`config.mk`:
```
export PLATFORM = sky130hd
export DESIGN_NAME = gcd_ctrl
export DESIGN_NICKNAME = d
export VERILOG_FILES = /design/src/rtl/gcd_pkg.sv /design/src/rtl/gcd_iter_cnt.sv /design/src/rtl/gcd_ctrl.sv
export SDC_FILE = /design/constraint.sdc
export NUM_CORES = 1
export LEC_CHECK = 0
export ABC_AREA = 1
export CAP_MARGIN = 20
export CORE_ASPECT_RATIO = 0.5
export CORE_MARGIN = 5
export CORE_UTILIZATION = 26
export CTS_CLUSTER_SIZE = 20
export DETAILED_ROUTE_END_ITERATION = 16
export GPL_ROUTABILITY_DRIVEN = 1
export PLACE_DENSITY = 0.48
export SETUP_SLACK_MARGIN = 0.5
export SLEW_MARGIN = 20
export SYNTH_ARGS = -nofsm -noshare
export SYNTH_HDL_FRONTEND = slang
export SYNTH_SLANG_ARGS = --single-unit
```
`constraint.sdc`:
```
create_clock -name clk -period 1.4 [get_ports clk]
set_input_delay 0.21 -clock clk [delete_from_list [all_inputs] [get_ports clk]]
set_output_delay 0.21 -clock clk [all_outputs]
set_load 0.01 [all_outputs]
```
`src/rtl/gcd_pkg.sv`:
```
// Shared types and constants for the subtractive-GCD controller.
package gcd_pkg;
  typedef enum logic [1:0] {IDLE, CMP, DONE} state_t;

  localparam logic SEL_LOAD = 1'b0;
  localparam logic SEL_SUB  = 1'b1;

  localparam int DATA_W       = 7;
  localparam int MAX_ITER_DEF = 127;
endpackage

```
`src/rtl/gcd_iter_cnt.sv`:
```
// Subtraction counter: synchronous clear, increment, saturates at MAX_ITER.
module gcd_iter_cnt #(
  parameter int MAX_ITER = 127,
  parameter int CNT_W    = $clog2(MAX_ITER + 1)
) (
  input  logic             clk,
  input  logic             rst,
  input  logic             clr,
  input  logic             inc,
  output logic [CNT_W-1:0] cnt,
  output logic             at_max
);
  assign at_max = (cnt == CNT_W'(MAX_ITER));

  always_ff @(posedge clk or posedge rst) begin
    if (rst)                cnt <= '0;
    else if (clr)           cnt <= '0;
    else if (inc && !at_max) cnt <= cnt + 1'b1;
  end
endmodule

```
`src/rtl/gcd_ctrl.sv`:
```
// Control FSM for the subtractive-GCD datapath (reg_a/reg_b load and select).
// Define GCD_ITER_COUNT_EN to expose the subtraction count as iter_cnt.
module gcd_ctrl
  import gcd_pkg::*;
#(
  parameter int MAX_ITER = MAX_ITER_DEF,
  localparam int CNT_W   = $clog2(MAX_ITER + 1)
) (
  input  logic             clk,
  input  logic             rst,
  input  logic             in_valid,
  output logic             in_ready,
  input  logic             a_gt_b,
  input  logic             a_lt_b,
  input  logic             a_eq_b,
  input  logic             a_zero,
  input  logic             b_zero,
  output logic             a_ld,
  output logic             b_ld,
  output logic             a_sel,
  output logic             b_sel,
  output logic             out_valid,
  input  logic             out_ready,
  output logic             err,
`ifdef GCD_ITER_COUNT_EN
  output logic [CNT_W-1:0] iter_cnt,
`endif
  output logic             busy
);
  state_t           state, nxt;
  logic             err_q, err_nxt;
  logic             clr, inc, at_max;
  logic [CNT_W-1:0] cnt_q;

  gcd_iter_cnt #(.MAX_ITER(MAX_ITER), .CNT_W(CNT_W)) u_cnt (
    .clk   (clk),
    .rst   (rst),
    .clr   (clr),
    .inc   (inc),
    .cnt   (cnt_q),
    .at_max(at_max)
  );

`ifdef GCD_ITER_COUNT_EN
  assign iter_cnt = cnt_q;
`else
  logic unused_cnt;
  assign unused_cnt = ^cnt_q;
`endif

  always_ff @(posedge clk or posedge rst) begin
    if (rst) begin
      state <= IDLE;
      err_q <= 1'b0;
    end else begin
      state <= nxt;
      err_q <= err_nxt;
    end
  end

  always_comb begin
    nxt       = state;
    err_nxt   = err_q;
    in_ready  = 1'b0;
    a_ld      = 1'b0;
    b_ld      = 1'b0;
    a_sel     = SEL_LOAD;
    b_sel     = SEL_LOAD;
    out_valid = 1'b0;
    busy      = 1'b0;
    clr       = 1'b0;
    inc       = 1'b0;
    case (state)
      IDLE: begin
        in_ready = 1'b1;
        if (in_valid) begin
          a_ld    = 1'b1;
          b_ld    = 1'b1;
          clr     = 1'b1;
          err_nxt = 1'b0;
          nxt     = CMP;
        end
      end
      CMP: begin
        busy = 1'b1;
        // Zero operands would never converge, so they outrank the compare flags.
        if (a_zero || b_zero) begin
          err_nxt = 1'b1;
          nxt     = DONE;
        end else if (a_eq_b) begin
          err_nxt = 1'b0;
          nxt     = DONE;
        end else if (at_max) begin
          err_nxt = 1'b1;
          nxt     = DONE;
        end else if (a_gt_b) begin
          a_ld  = 1'b1;
          a_sel = SEL_SUB;
          inc   = 1'b1;
        end else if (a_lt_b) begin
          b_ld  = 1'b1;
          b_sel = SEL_SUB;
          inc   = 1'b1;
        end else begin
          err_nxt = 1'b1;
          nxt     = DONE;
        end
      end
      DONE: begin
        busy      = 1'b1;
        out_valid = 1'b1;
        if (out_ready) nxt = IDLE;
      end
      default: nxt = IDLE;
    endcase
  end

  assign err = out_valid & err_q;
endmodule

```
* After elaboration in Yosys (flattened, before gate mapping)
Cells that the tools add are included.
** Storage, ports and cells
- Register bits after elaboration :: 10
- Bits in latches :: 0
- RAM bits :: 0
- Memory bits (read-only) :: 0
- Input port bits :: 9
- Logic and storage cells :: 61
- Memories kept :: 0
** Operators by class
- Add/subtract/negate cells :: 1
- $mul :: 0
- Div/mod/pow operators :: 0
- Order comparisons :: 0
- Equality and inequality tests :: 7
- Shifts and indexed selects :: 0
- Mux-type cells :: 40
- Bitwise gates (word level) :: 1
- Reductions and logical operators :: 9
** Operators by type and width (number)
- 2-to-1 mux 1 bit :: 27
- 2-to-1 mux 2 bit :: 7
- 2-to-1 mux 7 bit :: 2
- != test 5 x 4 -> 1 bit (second input constant) :: 2
- AND reduction 4 bit :: 2
- adder 7 x 1 -> 7 bit (second input constant) :: 1
- equality test 7 bit (second input constant) :: 1
- case mux 1 bit (2 select lines) :: 3
- case mux 2 bit (3 select lines) :: 1
- != test 2 bit (second input constant) :: 2
- nonzero test 2 bit :: 2
- equality test 2 x 1 -> 1 bit (second input constant) :: 1
- equality test 2 bit (second input constant) :: 1
- zero test 2 bit :: 1
- OR reduction 2 bit :: 1
- bitwise AND 1 bit :: 1
- logical AND 1 bit :: 1
- zero test 1 bit :: 1
- logical OR 1 bit :: 1

* Depth between registers and ports, before layout
- Depth after elaboration :: 9
- Gate-level depth with buffers :: 8

* Hierarchy
Synthesis repeated with hierarchy kept, for this count alone.
** Unflattened totals
- Cell total of the unflattened synthesis :: 108
- Area total of the unflattened synthesis :: 742.0 µm²
** Modules (own cells, without submodules)
- gcd_iter_cnt :: times used 1, cells each 56, area each 417.9 µm²
- gcd_ctrl :: times used 1, cells each 52, area each 324.1 µm²

* Worst setup path before layout
Ideal clock, no wire load.
- Path kind :: register to output
- Start point :: reg u_cnt.cnt[0]
- End point :: out a_ld
- Data arrival time :: 1.253 ns
- Required time :: 1.190 ns
- Slack :: -0.063 ns
- Cell stages (with the launch flop) :: 7
- Cell sequence :: dfrtp_1 > ha_1 > inv_1 > nor2_4 > nand2_2 > nand2_1 > o21ai_0
** On the way
- Word-level cells in the longest chain between the ends :: 5
** Ends and longest elaborated chain
- start: declaration :: RTL line gcd_iter_cnt.sv:10 : output logic [CNT_W-1:0] cnt,
- start signal: assignment :: RTL line gcd_iter_cnt.sv:18 : else if (inc && !at_max) cnt <= cnt + 1'b1;
- equality test 7 bit :: RTL line gcd_iter_cnt.sv:13 : assign at_max = (cnt == CNT_W'(MAX_ITER));
- 2-to-1 mux 1 bit :: RTL line gcd_ctrl.sv:93 : end else if (at_max) begin
- 2-to-1 mux 1 bit :: RTL line gcd_ctrl.sv:90 : end else if (a_eq_b) begin
- 2-to-1 mux 1 bit :: RTL line gcd_ctrl.sv:87 : if (a_zero || b_zero) begin
- case mux 1 bit (2 select lines) :: RTL line gcd_ctrl.sv:73 : case (state)
- end: declaration :: RTL line gcd_ctrl.sv:18 : output logic a_ld,
Every way passes these cells.

* Final worst setup path
- Start point :: reg state[1]
- End point :: out b_ld
** On the way
- Word-level cells in the longest chain between the ends :: 2
- Elaborated cells between the ends (all ways) :: 3
- Classes of those cells :: eq/ne (1); mux (1); reduce/logical (1)
** Ends and longest elaborated chain
- start: declaration :: RTL line gcd_ctrl.sv:30 : state_t state, nxt;
- start signal: assignment :: RTL line gcd_ctrl.sv:56 : state <= nxt;
- equality test 2 x 1 -> 1 bit / zero test 2 bit (equally long branches) :: RTL line gcd_ctrl.sv:73
- case mux 1 bit (2 select lines) * :: RTL line gcd_ctrl.sv:73
- end: declaration :: RTL line gcd_ctrl.sv:19 : output logic b_ld,
Mark *: on every way between the ends. The rest lies on a longest branch, timed or not.

==> impl_metrics.py <==
metrics = {
    "clock_network": {
        "cts_tree": "built",
        "htreeDepth": 1,
        "clk_pin_slew_ns": 0.05,
        "clock_path_buffers": 2,
        "cts_buffers": 3,
        "ctsHoldBuffers": 0,
        "clk_latency_ns": 0.24,
        "cts.sinks": 10,
        "clockRootBuffer": "clkbuf_8",
    },
    "worst_setup_path": {
        "timing.rr.end": "u_cnt.cnt[2]",
        "startpoint_type": "flop",
        "crit_path_end_kind": "primary output",
        "rrSetupSlack_ns": -0.14,
        "rr_worst_depth": 10,
        "r2r_start": "state[1]",
        "path_class": "reg2out",
        "cp.required_ns": 1.19,
        "path_max_fanout": 3,
        "arrival_ns": 1.37,
    },
    "die": {
        "core-area_um2": 2635,
        "io_pins": 17,
        "start_util_pct": 27.68,
        "row_count": 13,
        "die_h_um": 47.46,
        "die_area_um2": 4029,
        "die_w_um": 84.91,
    },
    "detailed_routing": {
        "via_per_inst": 4.244,
        "antenna_left": 0,
        "drt_iter0_drc": 40,
        "dr_total_vias": 819,
        "routedWlPerCell_um": 10.03,
        "drc": 0,
        "drt_pass1_iterations": 4,
        "wirelength_um": 1936,
    },
    "finish": {
        "final_area_um2": 1428,
        "area_growth_pct": 95.71,
        "fillers": 251,
        "ff_latch_area_um2": 251.5,
        "drive_gt1_share_pct": 50.00,
        "fin_nets": 170,
        "fin_cells": 193,
        "multi_input_area_um2": 575.6,
        "antenna_cells": 0,
    },
    "place": {
        "dp.cells": 181,
        "port_buffers": 16,
        "placed_area_um2": 1172,
        "globalplace.congestion": 0.7373,
        "dp_hpwl_um": 1432,
    },
    "timing": {
        "setup-tns-final_ns": -1.898,
        "timing.final.crit_share_pct": 112.7,
        "setup_ws_ns": -0.1783,
        "setup_viol": 17,
        "fin_worst_skew_ns": 0.003417,
        "rsz0062_at_grt": "true",
        "tightest_slew_ns": 0.4006,
        "maxSlewViolCount": 0,
        "max_slew_margin_pct": 73.20,
        "hold_viol_final": 0,
        "whs_ns": 0.2449,
        "fmax_mhz": 633.6,
        "finalCriticalPeriod_ns": 1.578,
    },
    "hold_path": {
        "hold_path_class": "in2async",
    },
    "grt": {
        "grt_overflow_total": 0,
        "grt_pass1_vias": 732,
        "grt_usage_pct": 10.34,
        "grt_pass1_wl_um": 3236,
        "antenna_found_initial": 0,
        "grt_max_degree": 11,
    },
    "run": {
        "cap_violations": 0,
    },
    "synthesis": {
        "synth_area_per_cell_um2": 6.817,
        "synth_area_leaders": "dfrtp_1, nand2_1, nand3_1, inv_1, ha_1",
        "synth_nets": 120,
        "yosysTopAreaCellShare_pct": 34.31,
        "yosysTopAreaCell": "dfrtp_1",
        "synth.cell_area_um2": 729.5,
        "yosysUniqueCellTypes": 19,
        "yosysWarnings": 0,
        "synthesis.instances": 107,
        "synth_seq_area_share_pct": 34.31,
        "synth_seq_cells": 10,
    },
    "pwr": {
        "ir_drop_uv": 884.1,
        "power_density_nw_per_um2": 1439,
        "leakage_nw": 0.6912,
    },
    "outcome": {
        "status": "complete, but fails checks",
        "violations": "negative setup slack",
    },
}
==> critical path, stage by stage (launching register included) <==
cell,delay (ns)
dfrtp_1,0.38
inv_2,0.06
buf_4,0.13
buf_6,0.11
ha_4,0.16
nand2_4,0.10
o21ai_4,0.07
buf_6,0.12
==> routing by layer <==
| layer | routed length, um | track usage [%] | share of wire (%) |
|---|---|---|---|
| met3 | 36 | 1.031 | 1.9 |
| met4 | 41 | 6.625 | 2.1 |
| met5 | 0 | 0 | 0 |
| met2 | 857 | 17.57 | 44 |
| met1 | 1001 | 13.29 | 52 |
==> cells in the mapped netlist <==
cell / number
a21oi_1: 2
buf_2: 1
buf_6: 1
dfrtp_1: 10
ha_1: 4
inv_1: 14
nand2_1: 36
nand2_2: 3
nand3_1: 11
nand3_4: 1
nand3b_1: 1
nand4_1: 2
nor2_1: 13
nor2_4: 1
o21ai_0: 2
o21ai_1: 2
or2_2: 1
xnor2_1: 1
xor2_1: 1
==> layout make-up <==
| cell class | count | share of cell area [%] |
|---|---|---|
| inverters | 14 | 3.944 |
| flip-flops and latches | 10 | 17.62 |
| multi-input cells | 81 | 40.32 |
| repair buffers | 47 | 31.03 |
| clock buffers | 4 | 3.856 |
| well taps | 37 | 3.243 |
==> registers in the layout, indices dropped and copies added, names as in the netlist <==
register   count
err_q          1
state          2
u_cnt.cnt      7
==> metrics by stage <==
stage	util, %	setup WS (ns)	total power, mW
2_1_floorplan	-	0.1247	0.8918
3_3_place_gp	44.49	-0.4733	1.319
3_5_place_dp	44.49	-0.4832	1.318
4_1_cts	52.23	-0.2164	1.999
5_1_grt	54.18	-0.2558	2.190
6_report	54.18	-0.1783	2.054
==> where the power goes <==
part | total [mW] | switching [mW] | internal, mW | leakage, nW
Sequential | 0.423 | 0.0631 | 0.359 | 0.133
Combinational | 1.26 | 0.572 | 0.687 | 0.529
Clock | 0.372 | 0.124 | 0.248 | 0.0288
==> cells by family (layout without fill, tap and decap cells) <==
logic type	count (synthesis)	in the layout	share of synthesized area [%]
and+or+nand+nor	69	69	42.88
AOI/OAI and AO/OA	6	6	4.117
buffers and inverters	16	65	9.433
adders and majority gates	4	4	6.861
xor gates and xnor gates	2	2	2.402
DFF	10	10	34.31
==> what timing repair did <==
action	CTS	global route
pin swaps	13	10
endpoints found under the setup margin	18	18
hold endpoints to repair	0	0
setup buffers	5	3
gates resized for setup	65	8
==> worst max-delay path by stage <==
stage | from | to | cells past startpoint
after floorplan | state[1] | b_ld | 6
after global placement | a_eq_b | b_ld | 7
after detailed placement | a_eq_b | b_ld | 7
after CTS | state[1] | b_ld | 7
after global routing | state[1] | b_ld | 7
final | state[1] | b_ld | 7
==> layout by cell type, fill, tap and decap left out, drive strengths merged <==
cell | synthesis | final
clkbuf | 0 | 4
nor2 | 14 | 14
o21ai | 4 | 4
clkinvlp | 0 | 1
nand2 | 39 | 39
dfrtp | 10 | 10
clkdlybuf4s50 | 0 | 8
inv | 14 | 13
a21oi | 2 | 2
buf | 2 | 39
or2 | 1 | 1
xnor2 | 1 | 1
ha | 4 | 4
xor2 | 1 | 1
nand4 | 2 | 2
nand3b | 1 | 1
nand3 | 12 | 12
(Power assumes the default switching activity.)
